**src/rtl/alu_muldiv_ctrl_if.sv**
```systemverilog
// Execute-stage bundle between the datapath and the ALU / mul-div control.
// The datapath drives the master side; the control block is the slave.
interface alu_muldiv_ctrl_if #(
   parameter int WIDTH = 32
);
   logic             en;
   logic [1:0]       aluOp;
   logic [5:0]       funct;
   logic [WIDTH-1:0] a;
   logic [WIDTH-1:0] b;
   logic [3:0]       aluControl;
   logic [1:0]       result_sel;
   logic             stall;
   logic             busy;
   logic             done;
   logic [WIDTH-1:0] hi;
   logic [WIDTH-1:0] lo;

   modport master (
      output en, aluOp, funct, a, b,
      input  aluControl, result_sel, stall, busy, done, hi, lo
   );

   modport slave (
      input  en, aluOp, funct, a, b,
      output aluControl, result_sel, stall, busy, done, hi, lo
   );
endinterface

```
**src/rtl/alu_muldiv_ctrl.sv**
```systemverilog
// ALU control decode plus an iterative multiply/divide engine owning HI/LO.
// Shift-add multiply and restoring divide on magnitudes, sign fixed at the end.
module alu_muldiv_ctrl #(
   parameter int WIDTH = 32,
   parameter int CNT_W = $clog2(WIDTH) + 1
) (
   input logic               clk,
   input logic               reset,
   alu_muldiv_ctrl_if.slave  bus
);
   localparam logic [5:0] F_ADD   = 6'b100000;
   localparam logic [5:0] F_SUB   = 6'b100010;
   localparam logic [5:0] F_AND   = 6'b100100;
   localparam logic [5:0] F_OR    = 6'b100101;
   localparam logic [5:0] F_XOR   = 6'b100110;
   localparam logic [5:0] F_NOR   = 6'b100111;
   localparam logic [5:0] F_SLT   = 6'b101010;
   localparam logic [5:0] F_SLTU  = 6'b101011;
   localparam logic [5:0] F_SLL   = 6'b000000;
   localparam logic [5:0] F_SRL   = 6'b000010;
   localparam logic [5:0] F_SRA   = 6'b000011;
   localparam logic [5:0] F_MFHI  = 6'b010000;
   localparam logic [5:0] F_MFLO  = 6'b010010;

   typedef enum logic [1:0] {S_IDLE, S_RUN, S_FIX} state_t;

   state_t             state_q, state_d;
   logic [CNT_W-1:0]   cnt_q, cnt_d;
   logic               div_q, div_d;
   logic               neg_q, neg_d;
   logic               rneg_q, rneg_d;
   logic               dz_q, dz_d;
   logic [WIDTH-1:0]   araw_q, araw_d;
   logic [WIDTH-1:0]   mc_q, mc_d;
   logic [2*WIDTH-1:0] acc_q, acc_d;
   logic [WIDTH-1:0]   hi_q, hi_d;
   logic [WIDTH-1:0]   lo_q, lo_d;
   logic               done_q, done_d;

   logic [3:0]         alu_ctl;
   logic [1:0]         rsel;
   logic               is_md;
   logic               md_req;
   logic               mf_req;
   logic               busy;

   always_comb begin
      alu_ctl = 4'b0010;
      unique case (bus.aluOp)
         2'b00: alu_ctl = 4'b0010;
         2'b01: alu_ctl = 4'b0110;
         2'b11: alu_ctl = 4'b1111;
         default: begin
            case (bus.funct)
               F_ADD:   alu_ctl = 4'b0010;
               F_SUB:   alu_ctl = 4'b0110;
               F_AND:   alu_ctl = 4'b0000;
               F_OR:    alu_ctl = 4'b0001;
               F_XOR:   alu_ctl = 4'b1101;
               F_NOR:   alu_ctl = 4'b1100;
               F_SLT:   alu_ctl = 4'b0111;
               F_SLTU:  alu_ctl = 4'b1111;
               F_SLL:   alu_ctl = 4'b1000;
               F_SRL:   alu_ctl = 4'b1001;
               F_SRA:   alu_ctl = 4'b1010;
               default: alu_ctl = 4'b0010;
            endcase
         end
      endcase
   end

   always_comb begin
      rsel = 2'b00;
      if (bus.aluOp == 2'b10) begin
         if (bus.funct == F_MFHI) rsel = 2'b01;
         if (bus.funct == F_MFLO) rsel = 2'b10;
      end
   end

   assign is_md  = (bus.aluOp == 2'b10) && (bus.funct[5:2] == 4'b0110);
   assign md_req = bus.en && is_md;
   assign mf_req = bus.en && (rsel != 2'b00);
   assign busy   = (state_q != S_IDLE);

   assign bus.aluControl = alu_ctl;
   assign bus.result_sel = rsel;
   assign bus.stall      = busy && (md_req || mf_req);
   assign bus.busy       = busy;
   assign bus.done       = done_q;
   assign bus.hi         = hi_q;
   assign bus.lo         = lo_q;

   // acc holds {partial product, multiplier} or {remainder, dividend/quotient}
   logic [WIDTH:0]     mul_sum;
   logic [2*WIDTH-1:0] mul_next;
   logic [WIDTH:0]     rem_sh;
   logic [WIDTH:0]     div_diff;
   logic [2*WIDTH-1:0] div_next;

   assign mul_sum  = {1'b0, acc_q[2*WIDTH-1:WIDTH]}
                   + {1'b0, (acc_q[0] ? mc_q : {WIDTH{1'b0}})};
   assign mul_next = {mul_sum, acc_q[WIDTH-1:1]};
   assign rem_sh   = {acc_q[2*WIDTH-1:WIDTH], acc_q[WIDTH-1]};
   assign div_diff = rem_sh - {1'b0, mc_q};
   assign div_next = div_diff[WIDTH]
                   ? {rem_sh[WIDTH-1:0], acc_q[WIDTH-2:0], 1'b0}
                   : {div_diff[WIDTH-1:0], acc_q[WIDTH-2:0], 1'b1};

   logic               sgn;
   logic               sa;
   logic               sb;
   logic [2*WIDTH-1:0] prod_fix;
   logic [WIDTH-1:0]   quo_fix;
   logic [WIDTH-1:0]   rem_fix;

   always_comb begin
      state_d  = state_q;
      cnt_d    = cnt_q;
      div_d    = div_q;
      neg_d    = neg_q;
      rneg_d   = rneg_q;
      dz_d     = dz_q;
      araw_d   = araw_q;
      mc_d     = mc_q;
      acc_d    = acc_q;
      hi_d     = hi_q;
      lo_d     = lo_q;
      done_d   = 1'b0;
      sgn      = ~bus.funct[0];
      sa       = sgn & bus.a[WIDTH-1];
      sb       = sgn & bus.b[WIDTH-1];
      prod_fix = neg_q ? -acc_q : acc_q;
      quo_fix  = neg_q ? -acc_q[WIDTH-1:0] : acc_q[WIDTH-1:0];
      rem_fix  = rneg_q ? -acc_q[2*WIDTH-1:WIDTH]
                        : acc_q[2*WIDTH-1:WIDTH];
      unique case (state_q)
         S_IDLE: begin
            if (md_req) begin
               state_d = S_RUN;
               cnt_d   = '0;
               div_d   = bus.funct[1];
               neg_d   = sa ^ sb;
               rneg_d  = sa;
               dz_d    = bus.funct[1] && (bus.b == '0);
               araw_d  = bus.a;
               mc_d    = sb ? -bus.b : bus.b;
               acc_d   = {{WIDTH{1'b0}}, (sa ? -bus.a : bus.a)};
            end
         end
         S_RUN: begin
            acc_d = div_q ? div_next : mul_next;
            cnt_d = cnt_q + CNT_W'(1);
            if (cnt_q == CNT_W'(WIDTH - 1)) state_d = S_FIX;
         end
         S_FIX: begin
            state_d = S_IDLE;
            done_d  = 1'b1;
            if (!div_q) begin
               hi_d = prod_fix[2*WIDTH-1:WIDTH];
               lo_d = prod_fix[WIDTH-1:0];
            end else if (dz_q) begin
               hi_d = araw_q;
               lo_d = {WIDTH{1'b1}};
            end else begin
               hi_d = rem_fix;
               lo_d = quo_fix;
            end
         end
         default: state_d = S_IDLE;
      endcase
   end

   always_ff @(posedge clk) begin
      if (reset) begin
         state_q <= S_IDLE;
         cnt_q   <= '0;
         div_q   <= 1'b0;
         neg_q   <= 1'b0;
         rneg_q  <= 1'b0;
         dz_q    <= 1'b0;
         araw_q  <= '0;
         mc_q    <= '0;
         acc_q   <= '0;
         hi_q    <= '0;
         lo_q    <= '0;
         done_q  <= 1'b0;
      end else begin
         state_q <= state_d;
         cnt_q   <= cnt_d;
         div_q   <= div_d;
         neg_q   <= neg_d;
         rneg_q  <= rneg_d;
         dz_q    <= dz_d;
         araw_q  <= araw_d;
         mc_q    <= mc_d;
         acc_q   <= acc_d;
         hi_q    <= hi_d;
         lo_q    <= lo_d;
         done_q  <= done_d;
      end
   end
endmodule

```
**src/flat_wrapper.sv**
```systemverilog
// flat-port wrapper written by rule: the top's interface ports become plain ports
module alu_muldiv_ctrl_flat 
#(
   parameter int WIDTH = 32,
   parameter int CNT_W = $clog2(WIDTH) + 1
)
  (clk, reset, bus_en, bus_aluOp, bus_funct, bus_a, bus_b, bus_aluControl, bus_result_sel, bus_stall, bus_busy, bus_done, bus_hi, bus_lo);
  alu_muldiv_ctrl_if #(.WIDTH(WIDTH)) bus_i ();
  input logic clk;
  input logic reset;
  input wire logic [$bits(bus_i.en)-1:0] bus_en;
  input wire logic [$bits(bus_i.aluOp)-1:0] bus_aluOp;
  input wire logic [$bits(bus_i.funct)-1:0] bus_funct;
  input wire logic [$bits(bus_i.a)-1:0] bus_a;
  input wire logic [$bits(bus_i.b)-1:0] bus_b;
  output wire logic [$bits(bus_i.aluControl)-1:0] bus_aluControl;
  output wire logic [$bits(bus_i.result_sel)-1:0] bus_result_sel;
  output wire logic [$bits(bus_i.stall)-1:0] bus_stall;
  output wire logic [$bits(bus_i.busy)-1:0] bus_busy;
  output wire logic [$bits(bus_i.done)-1:0] bus_done;
  output wire logic [$bits(bus_i.hi)-1:0] bus_hi;
  output wire logic [$bits(bus_i.lo)-1:0] bus_lo;
  assign bus_i.en = bus_en;
  assign bus_i.aluOp = bus_aluOp;
  assign bus_i.funct = bus_funct;
  assign bus_i.a = bus_a;
  assign bus_i.b = bus_b;
  assign bus_aluControl = bus_i.aluControl;
  assign bus_result_sel = bus_i.result_sel;
  assign bus_stall = bus_i.stall;
  assign bus_busy = bus_i.busy;
  assign bus_done = bus_i.done;
  assign bus_hi = bus_i.hi;
  assign bus_lo = bus_i.lo;
  alu_muldiv_ctrl #(.WIDTH(WIDTH), .CNT_W(CNT_W)) u_core (.clk(clk), .reset(reset), .bus(bus_i));
endmodule
```
**config.mk**
```make
export PLATFORM = sky130hd
export DESIGN_NAME = alu_muldiv_ctrl_flat
export DESIGN_NICKNAME = d
export VERILOG_FILES = /design/src/rtl/alu_muldiv_ctrl_if.sv /design/src/rtl/alu_muldiv_ctrl.sv /design/src/flat_wrapper.sv
export SDC_FILE = /design/constraint.sdc
export NUM_CORES = 1
export LEC_CHECK = 0
export BUFFER_PORTS_ARGS = -buffer_cell sky130_fd_sc_hd__buf_2
export CORE_ASPECT_RATIO = 0.75
export CORE_MARGIN = 3
export CORE_UTILIZATION = 46
export DETAILED_ROUTE_END_ITERATION = 10
export PLACE_DENSITY = 0.63
export SETUP_SLACK_MARGIN = 0.15
export SLEW_MARGIN = 20
export SYNTH_ARGS = -nofsm -noshare
export SYNTH_HDL_FRONTEND = slang
export SYNTH_SLANG_ARGS = --single-unit
```
**constraint.sdc**
```tcl
create_clock -name clk -period 3.1 [get_ports clk]
set_input_delay 0.155 -clock clk [delete_from_list [all_inputs] [get_ports clk]]
set_output_delay 0.155 -clock clk [all_outputs]
set_load 0.02 [all_outputs]
```
==> results of run 1 <==
==> layout make-up <==
cell class / count / area, um^2 / share of cell area [%]
Timing Repair Buffer: 442 / 3340 / 16.0
Sequential cell: 205 / 4140 / 19.8
Inverter: 72 / 275 / 1.32
Clock inverter: 12 / 164 / 0.783
Tap cell: 450 / 563 / 2.69
Clock buffer: 32 / 702 / 3.35
Multi-Input combinational cell: 1729 / 11700 / 56.1
==> cells in the mapped netlist (10+ instances only) <==
library cell / count / area [um^2]
nand2b_1: 15 / 93.8
nand2_1: 244 / 916
nand4_1: 14 / 87.6
inv_1: 71 / 267
buf_1: 18 / 67.6
a211oi_1: 85 / 638
o22ai_1: 13 / 81.3
o21ai_0: 145 / 726
a211o_1: 10 / 87.6
o211ai_1: 27 / 203
mux2i_1: 61 / 611
or3_1: 26 / 163
o21a_1: 13 / 97.6
nor4_1: 20 / 125
nor2b_1: 17 / 106
o31ai_1: 22 / 165
a21oi_1: 234 / 1170
a22oi_1: 14 / 105
xnor2_1: 105 / 920
a21o_1: 29 / 218
nor3_1: 39 / 195
clkbuf_1: 132 / 495
or4_1: 13 / 97.6
dfxtp_1: 205 / 4100
xor2_1: 75 / 657
ha_1: 69 / 863
nor2_1: 228 / 856
nand3_1: 41 / 205
==> final timing paths <==
check	from	to	slack [ps]
worst max-delay path	u_core.acc_q[45]	u_core.acc_q[62]	-30
worst min-delay path	bus_b[11]	u_core.mc_q[11]	20
worst max register to register	u_core.acc_q[45]	u_core.acc_q[62]	-30
worst min register to register	u_core.bus.hi[27]	u_core.bus.hi[27]	450
==> state kept, by name (all words and copies together) (netlist names) <==
register / cells
u_core.acc_q: 64
u_core.div_q: 1
u_core.rneg_q: 1
u_core.cnt_q: 6
u_core.state_q: 2
u_core.dz_q: 1
u_core.neg_q: 1
u_core.bus.lo: 32
u_core.araw_q: 32
u_core.mc_q: 32
u_core.bus.done: 1
u_core.bus.hi: 32
==> power breakdown <==
| part | switching [W] | internal, W | leakage, nW |
|---|---|---|---|
| Combinational | 0.000611 | 0.000494 | 6.65 |
| Clock | 0.00127 | 0.00186 | 0.416 |
| Sequential | 0.00000966 | 0.00264 | 1.66 |
==> timing repair <==
action / CTS / global route
endpoints found under the setup margin: 48 / 70
gates cloned: 1 / 3
endpoints found under the hold margin: 54 / 0
buffers inserted: 15 / 18
hold buffers: 52 / 0
pin swaps: 31 / 65
gates resized for setup: 87 / 135
==> per-stage QoR <==
step / cells / total power, W / TNS, ps / instance area [um^2]
after floorplan: 2171 / 0.00317 / 0 / 15900
after global placement: 2809 / 0.00352 / -1.60 / 18300
after detailed placement: 2809 / 0.00353 / -3420 / 18300
after CTS: 2921 / 0.00675 / 0 / 20100
after global routing: 2942 / 0.00708 / -797 / 20900
final: 2942 / 0.00689 / -27.8 / 20900
==> per-layer routing <==
metal	vias to the layer above	track usage, %	routed length, um
li1	8432	-	-
met4	4	6.18	1190
met5	-	1.68	99
met2	874	44.8	25300
met3	92	11.0	7970
met1	8536	48.6	29000
==> logic make-up (layout without fill, tap and decap cells) <==
| logic type | Yosys count | after routing | synth area share, % |
|---|---|---|---|
| AOI/OAI and AO/OA | 696 | 696 | 27.7 |
| xor gates and xnor gates | 180 | 180 | 9.90 |
| adders and majority gates | 71 | 71 | 5.68 |
| buffers and inverters | 237 | 558 | 5.79 |
| DFF | 205 | 205 | 25.8 |
| muxes | 64 | 64 | 4.05 |
| and+or+nand+nor | 718 | 718 | 21.1 |
==> worst register-to-register path, delay by kind of cell (launching register included) <==
family	cells	cell delay, ps
AND/OR/NAND/NOR	4	800
buffers and inverters	2	340
adder cells (fa/ha/maj)	1	260
flip-flops	1	470
AO/OA/AOI/OAI	5	1150
==> results.yml, run 1 <==
finish:
  final_layout_size_suffix_gt1_share_pct: 24.7
  post-route-util_pct: 61.9
  fill_cells: 3053
  n_antenna_cell: 0
  fin_nets: 2620
  area_growth_pct: 31.5
  final_common_cell: "nand2_1"
  final_cell_mix: "nand2_1 (242), nor2_1 (216), buf_4 (216)"
route:
  ant_nets: 0
  routed_wl_um: 63500
  drt_first_pass_iters: 8
  wl_per_cell_um: 21.6
  route.detailed.drc: 0
  routed_via_density: 6.10
  routed-via-count: 17900
  drt-initial-drc-count: 1842
synthesis:
  avgSynthCellArea_um2: 7.33
  synth-edff-count: 0
  syn_inst: 2171
  ys_ff_latch: 205
  synth_ff_type: "dfxtp_1"
  syn-num-nets: 2317
  synth_seq_area_share_pct: 25.8
  synth_cell_types: 82
  syn_area_mm2: 0.0159
  synth_warnings: 0
  async_reset_ff_share_pct: 0
setup_path:
  critical_path.cell_chain: "ha_4 > nand2_2 > o21ai_2 > nor4_2 > o211ai_1 > buf_4 > a311o_1 > a211o_1 > buf_6 > or3_1 > a32oi_1 > nor3_1"
  crit_cells: 12
  cp_max_fo: 5
  critPathRequiredTime_ps: 3530
  cp_slowest_stage_delay_ps: 470
  end_kind: "flop"
  arrival_ps: 3550
  path_buf_inv: 2
  critPathSlowestCell: "dfxtp_1"
  crit_family: "compound AO/OA/AOI/OAI gates"
  r2r_cells: 12
  crit_type: "reg -> reg"
  start_kind: "flop"
worst_hold_path:
  hold_depth: 3
  holdCritPathClass: "in -> reg"
floorplan:
  dieArea_mm2: 0.0369
  die_h_um: 167
  die_w_um: 221
  ios: 148
  start_util_pct: 47.1
  core-area_mm2: 0.0338
  num_rows: 58
timing:
  fin_ws_ps: -25.2
  period_share_pct: 101
  slew_violations: 0
  slew_headroom_pct: 31.5
  rsz0062_at_grt: "yes"
  hold_slack_ps: 19.2
  worst_pin_slew_ps: 1030
  fmax_mhz: 320
  setup_viol: 2
  min_period_ps: 3130
  hold_viol_final: 0
  skew_ps: 12.1
grt:
  grt_first_pass_wirelength_um: 95800
  grt_max_degree: 119
  grt_usage_pct: 32.5
  gr-total-overflow: 0
  grt_pass1_vias: 16300
  antenna_found_initial: 1
placed_design:
  dp_hpwl_um: 47100
  io_buffers: 147
  dpl_worst_slack_ps: -196
  gp_congestion: 0.967
pwr:
  power_density_mw_per_mm2: 329
  ir_worst_vdd_v: 0.000379
  p_leak_nw: 8.73
clocking:
  cts.clk_slew.worst_paths_ps: 70
  root_buffer: "clkbuf_16"
  cts_sinks: 205
  cts_tree: "yes"
  insertion_delay_ps: 540
  htree_levels: 1
  numCtsBuffers: 24
  cts_buffer_depth: 3
outcome:
  violations: "setup timing"
  status: "finished, violations left"
flow_run:
  maxCapViolCount: 0
Note: power is estimated with default switching activity, not from simulation.
==> run 2, diff against run 1 <==
GPL_TIMING_DRIVEN = 0   (was unset)
==> run 2 against run 1 <==
Compared with the run above: the flow still finishes with violations (setup timing); flip-flop and latch count did not move; non-clock buffer count rose by 10; routed wire length rose by 17%; clock skew rose by 5.7 ps; total power fell by 5.2%; critical path depth rose by 4; core utilization fell by 0.80 points; critical path type unchanged; cell count rose by 0.31%; sequential share of layout area rose by 0.42 points; critical endpoint is now u_core.acc_q[57]; register-to-register slack barely moved; largest power group unchanged.
==> results.yml, run 2 (synthesized netlist as in run 1, its figures left out) <==
outcome:
  status: "finished, violations left"
  violations: "setup timing"
finish:
  largest_reg_flops: 64
  design_area_mm2: 0.0207
  seq_area_mm2: 0.00417
  multi_input_area_mm2: 0.0120
  n_antenna_cell: 0
  final_layout_size_suffix_gt1_share_pct: 21.4
  final_cell_mix: "nand2_1 (238), nor2_1 (217), a21oi_1 (208)"
  fin_nets: 2630
  fill_cells: 3150
  top_register: "u_core.acc_q"
  area_growth_pct: 29.8
  final_common_cell: "nand2_1"
clocking:
  cts_sinks: 205
  numCtsBuffers: 24
  insertion_delay_ps: 570
  cts_buffer_depth: 3
  cts.clk_slew.worst_paths_ps: 60
  cts_tree: "yes"
  htree_levels: 1
  root_buffer: "clkbuf_16"
pwr:
  pwr-share-clk_pct: 42.7
  comb_power_share_pct: 16.7
  power_w: 0.00654
  p_switching_w: 0.00189
  power_density_mw_per_mm2: 316
  p_leak_nw: 8.37
  p_int_w: 0.00465
  switching_share_pct: 28.9
  ir_worst_vdd_v: 0.000391
  seqPwrFrac_pct: 40.6
grt:
  antenna_found_initial: 0
  grt_first_pass_wirelength_um: 107000
  grt_pass1_vias: 16900
  grt_usage_pct: 37.6
  grt_max_degree: 14
  gr-total-overflow: 0
route:
  routed_via_density: 6.26
  routed_wl_um: 74500
  drt-initial-drc-count: 2027
  route.detailed.drc: 0
  wl_per_cell_um: 25.2
  drt_first_pass_iters: 6
  ant_nets: 0
  routed-via-count: 18500
setup_path:
  start_kind: "flop"
  cp_slowest_stage_delay_ps: 370
  critical_path.cell_chain: "clkinvlp_4 > ha_4 > fa_2 > nand2b_4 > a21oi_4 > o21ai_4 > o211ai_1 > buf_4 > a311o_1 > a211oi_4 > buf_6 > buf_12 > buf_8 > nand4_1 > o31ai_1 > a221o_1"
  critPathSlowestCell: "dfxtp_4"
  crit_type: "reg -> reg"
  path_buf_inv: 5
  arrival_ps: 3580
  cp_max_fo: 6
  end_kind: "flop"
  critPathRequiredTime_ps: 3540
  crit_family: "compound AO/OA/AOI/OAI gates"
timing:
  fin_ws_ps: -39.6
  skew_ps: 17.7
  rsz0062_at_grt: "yes"
  min_period_ps: 3140
  hold_viol_final: 0
  fin_setup_tns_ps: -145
  fmax_mhz: 319
  worst_pin_slew_ps: 1110
  slew_headroom_pct: 25.8
  slew_violations: 0
  period_share_pct: 101
  hold_slack_ps: 25.2
  setup_viol: 7
floorplan:
  dieArea_mm2: 0.0369
  ios: 148
  num_rows: 58
  start_util_pct: 47.1
  core-area_mm2: 0.0338
  die_w_um: 221
  die_h_um: 167
worst_hold_path:
  holdCritPathClass: "in -> reg"
placed_design:
  dpl_worst_slack_ps: -1350
  placed_area_mm2: 0.0172
  gp_congestion: 0.992
  dp_hpwl_um: 55900
  io_buffers: 145
flow_run:
  maxCapViolCount: 0
## run 2: final timing paths
| kind | to | cells after the start | start | slack [ps] |
|---|---|---|---|---|
| max | u_core.acc_q[57] | 16 | u_core.acc_q[31] | -40 |
| min | u_core.mc_q[22] | 3 | bus_b[22] | 30 |
| max reg2reg | u_core.acc_q[57] | 16 | u_core.acc_q[31] | -40 |
| min reg2reg | u_core.bus.hi[14] | 2 | u_core.bus.hi[14] | 450 |
## run 2: tightest hold or removal path: cells and delay by family
family          cells  cell delay, ps
buf+inv             1             140
compound gates      1              80
xor+xnor            1             160
## run 2: stage by stage
| step | util, % | cells |
|---|---|---|
| final | 61.1 | 2951 |
| after global routing | 61.1 | 2951 |
| after CTS | 58.9 | 2925 |
| after detailed placement | 51.0 | 2766 |
| after global placement | 51.0 | 2766 |
| after floorplan | - | 2171 |
## run 2: area by class of cell
cell class / instances / area share (%)
Inverter: 72 / 1.42
Buffer: 164 / 4.06
Multi-Input combinational cell: 1729 / 58.0
Tap cell: 450 / 2.73
Clock buffer: 33 / 3.26
Sequential cell: 205 / 20.2
Timing Repair Buffer: 288 / 9.90
Clock inverter: 10 / 0.442
## run 2: metal layers
layer | wire length (um) | GRT usage [%] | vias up
met5 | 0 | 0 | -
met4 | 1420 | 7.27 | 0
met3 | 11100 | 15.9 | 113
met2 | 28900 | 50.9 | 1090
met1 | 33000 | 55.2 | 8852
li1 | - | - | 8421
## run 2: timing repair
item | 4_1_cts | 5_1_grt
hold endpoints to repair | 66 | 0
resized for setup | 236 | 158
setup endpoints to repair | 69 | 80
hold buffers | 61 | 0
pin swaps | 66 | 73
setup buffers | 54 | 26
gates cloned | 1 | 1
## run 2: power by group through the flow
stage,Sequential (W),Combinational (W),Clock (W)
2_1_floorplan,0.00271,0.000457,0
3_3_place_gp,0.00272,0.000741,0
3_5_place_dp,0.00272,0.000744,0
4_1_cts,0.00265,0.000983,0.00280
5_1_grt,0.00265,0.00114,0.00294
6_report,0.00265,0.00109,0.00279
==> run 3, diff against run 2 <==
CORE_ASPECT_RATIO = 2   (was 0.75)
==> run 3 against run 2 <==
Compared with the run above: the flow finishes with violations (hold timing, setup timing); worst hold slack got worse by 26 ps; count of clock-buffer cells in the layout down 6; clock power fell by 3%; die area increased by 0.30%; critical path depth shrank 2; worst setup slack got worse by 99 ps; combinational power rose by 6%; first-iteration DRC count is 29% lower; critical endpoint is now u_core.acc_q[60]; highest routed layer is now met5.
==> results.yml, run 3 (synthesized netlist as in run 1, its figures left out) <==
setup_path:
  r2r_cells: 14
  end_kind: "flop"
  r2r-end: "u_core.acc_q[60]"
  arrival_ps: 3670
  rr_startpoint: "u_core.acc_q[0]"
  cp_slowest_stage_delay_ps: 530
  start_kind: "flop"
  critPathRequiredTime_ps: 3540
  critPathSlowestCell: "or4_4"
  cp_max_fo: 5
  critical_path.cell_chain: "clkinv_8 > buf_8 > nor2_1 > ha_2 > nand4_1 > nor2_1 > or4_4 > o211ai_1 > a21oi_2 > o21ai_2 > buf_4 > a21oi_2 > xor2_1 > a211o_1"
  crit_type: "reg -> reg"
  rrSetupSlack_ps: -140
outcome:
  violations: "hold timing, setup timing"
  status: "finished, violations left"
route:
  drt_first_pass_iters: 5
  drt-initial-drc-count: 1447
  route.detailed.drc: 0
  routed_wl_um: 79700
  wl_per_cell_um: 27.3
  ant_nets: 0
  routed-via-count: 18600
  routed_via_density: 6.35
finish:
  largest_reg_flops: 64
  fin_nets: 2618
  final_cell_count_no_fill: 2924
  seq_area_mm2: 0.00415
  top_register: "u_core.acc_q"
  fill_cells: 3214
  multi_input_area_mm2: 0.0120
  area_growth_pct: 29.1
  final_common_cell: "nand2_1"
  final_layout_size_suffix_gt1_share_pct: 21.4
  design_area_mm2: 0.0205
  final_cell_mix: "nand2_1 (239), nor2_1 (211), a21oi_1 (208)"
placed_design:
  place_inst: 2752
  gp_congestion: 1.05
  dp_hpwl_um: 60200
  placed_area_mm2: 0.0172
  io_buffers: 145
clocking:
  cts.clk_slew.worst_paths_ps: 70
  insertion_delay_ps: 540
  cts_buffer_depth: 3
  numCtsBuffers: 21
  cts_tree: "yes"
  cts_sinks: 205
  root_buffer: "clkbuf_16"
  htree_levels: 1
floorplan:
  dieArea_mm2: 0.0370
  die_w_um: 138
  num_rows: 95
  core-area_mm2: 0.0339
  start_util_pct: 47.0
  die_h_um: 269
  ios: 148
grt:
  grt_pass1_vias: 18200
  grt_max_degree: 18
  gr-total-overflow: 0
  grt_usage_pct: 42.1
  grt_first_pass_wirelength_um: 115000
  antenna_found_initial: 2
worst_hold_path:
  hold_end: "u_core.mc_q[4]"
  holdCritPathClass: "in -> reg"
  hold_depth: 4
  min_from: "bus_b[4]"
timing:
  worst_pin_slew_ps: 1230
  min_period_ps: 3240
  rsz0062_at_grt: "yes"
  slew_headroom_pct: 18.1
  hold_viol_final: 1
  setup_viol: 27
  fin_ws_ps: -139
  period_share_pct: 104
  slew_violations: 0
  skew_ps: 16.3
  hold_slack_ps: -0.743
  fmax_mhz: 309
pwr:
  p_leak_nw: 8.33
  pwr-share-clk_pct: 41.7
  comb_power_share_pct: 17.7
  ir_worst_vdd_v: 0.000491
  switching_share_pct: 29.2
  seqPwrFrac_pct: 40.6
  power_density_mw_per_mm2: 318
  p_int_w: 0.00463
  p_switching_w: 0.00191
flow_run:
  maxCapViolCount: 0
-- run 3: per-stage QoR --
stage | utilization [%] | setup TNS [ps] | setup WS (ps) | total power, W | hold WS [ps]
after detailed placement | 50.8 | -58410 | -1450 | 0.00349 | 443
after global placement | 50.8 | -58540 | -1490 | 0.00348 | 440
final | 60.7 | -1680 | -139 | 0.00654 | -0.743
after floorplan | - | 0 | 150 | 0.00317 | 291
after global routing | 60.6 | -5420 | -223 | 0.00668 | 13.8
after CTS | 58.4 | -462 | -67.9 | 0.00639 | 4.21
-- run 3: timing repair --
item / in CTS / in global routing
pin swaps: 80 / 76
setup endpoints to repair: 140 / 130
hold buffers: 46 / 0
setup buffers: 54 / 28
gates cloned: 3 / 2
hold endpoints to repair: 46 / 0
gates resized for setup: 231 / 165
-- run 3: area by class of cell --
cell class / instances / area share [%]
multi-input cells: 1729 / 58.3
clock inverters: 11 / 0.560
repair buffers: 278 / 9.69
clock buffers: 27 / 2.96
well taps: 436 / 2.65
plain buffers: 165 / 4.17
inverters: 72 / 1.44
flip-flops and latches: 205 / 20.2
diodes: 1 / 0.0122
-- run 3: routing by layer --
layer	up-vias	track usage [%]	routed length, um
met1	8774	38.5	24600
li1	8401	-	-
met4	2	47.4	11800
met2	944	70.8	37800
met3	461	9.76	5520
met5	-	0	17
-- run 3: worst max-delay path by stage --
stage | depth (start not counted) | to | startpoint | slack [ps]
after global placement | 13 | u_core.acc_q[55] | u_core.acc_q[31] | -1490
after detailed placement | 13 | u_core.acc_q[55] | u_core.acc_q[31] | -1450
after global routing | 15 | u_core.acc_q[34] | u_core.mc_q[11] | -220
after CTS | 14 | u_core.acc_q[38] | u_core.mc_q[23] | -70
after floorplan | 13 | u_core.acc_q[59] | u_core.acc_q[31] | 150
final | 14 | u_core.acc_q[60] | u_core.acc_q[0] | -140
-- run 3: power groups by stage --
stage | clock network [W] | registers (W) | logic (W)
floorplan | 0 | 0.00271 | 0.000457
global placement | 0 | 0.00272 | 0.000765
detailed placement | 0 | 0.00272 | 0.000770
CTS | 0.00271 | 0.00265 | 0.00102
global route | 0.00282 | 0.00265 | 0.00121
finish | 0.00272 | 0.00266 | 0.00116
-- run 3: critical path: cells and delay by family, from the launching register on --
family / cells / cell delay, ps
AO/OA/AOI/OAI: 5 / 940
XOR/XNOR: 1 / 150
adder cells (fa/ha/maj): 1 / 340
buffers and inverters: 3 / 410
flip-flops: 1 / 410
AND/OR/NAND/NOR: 4 / 880
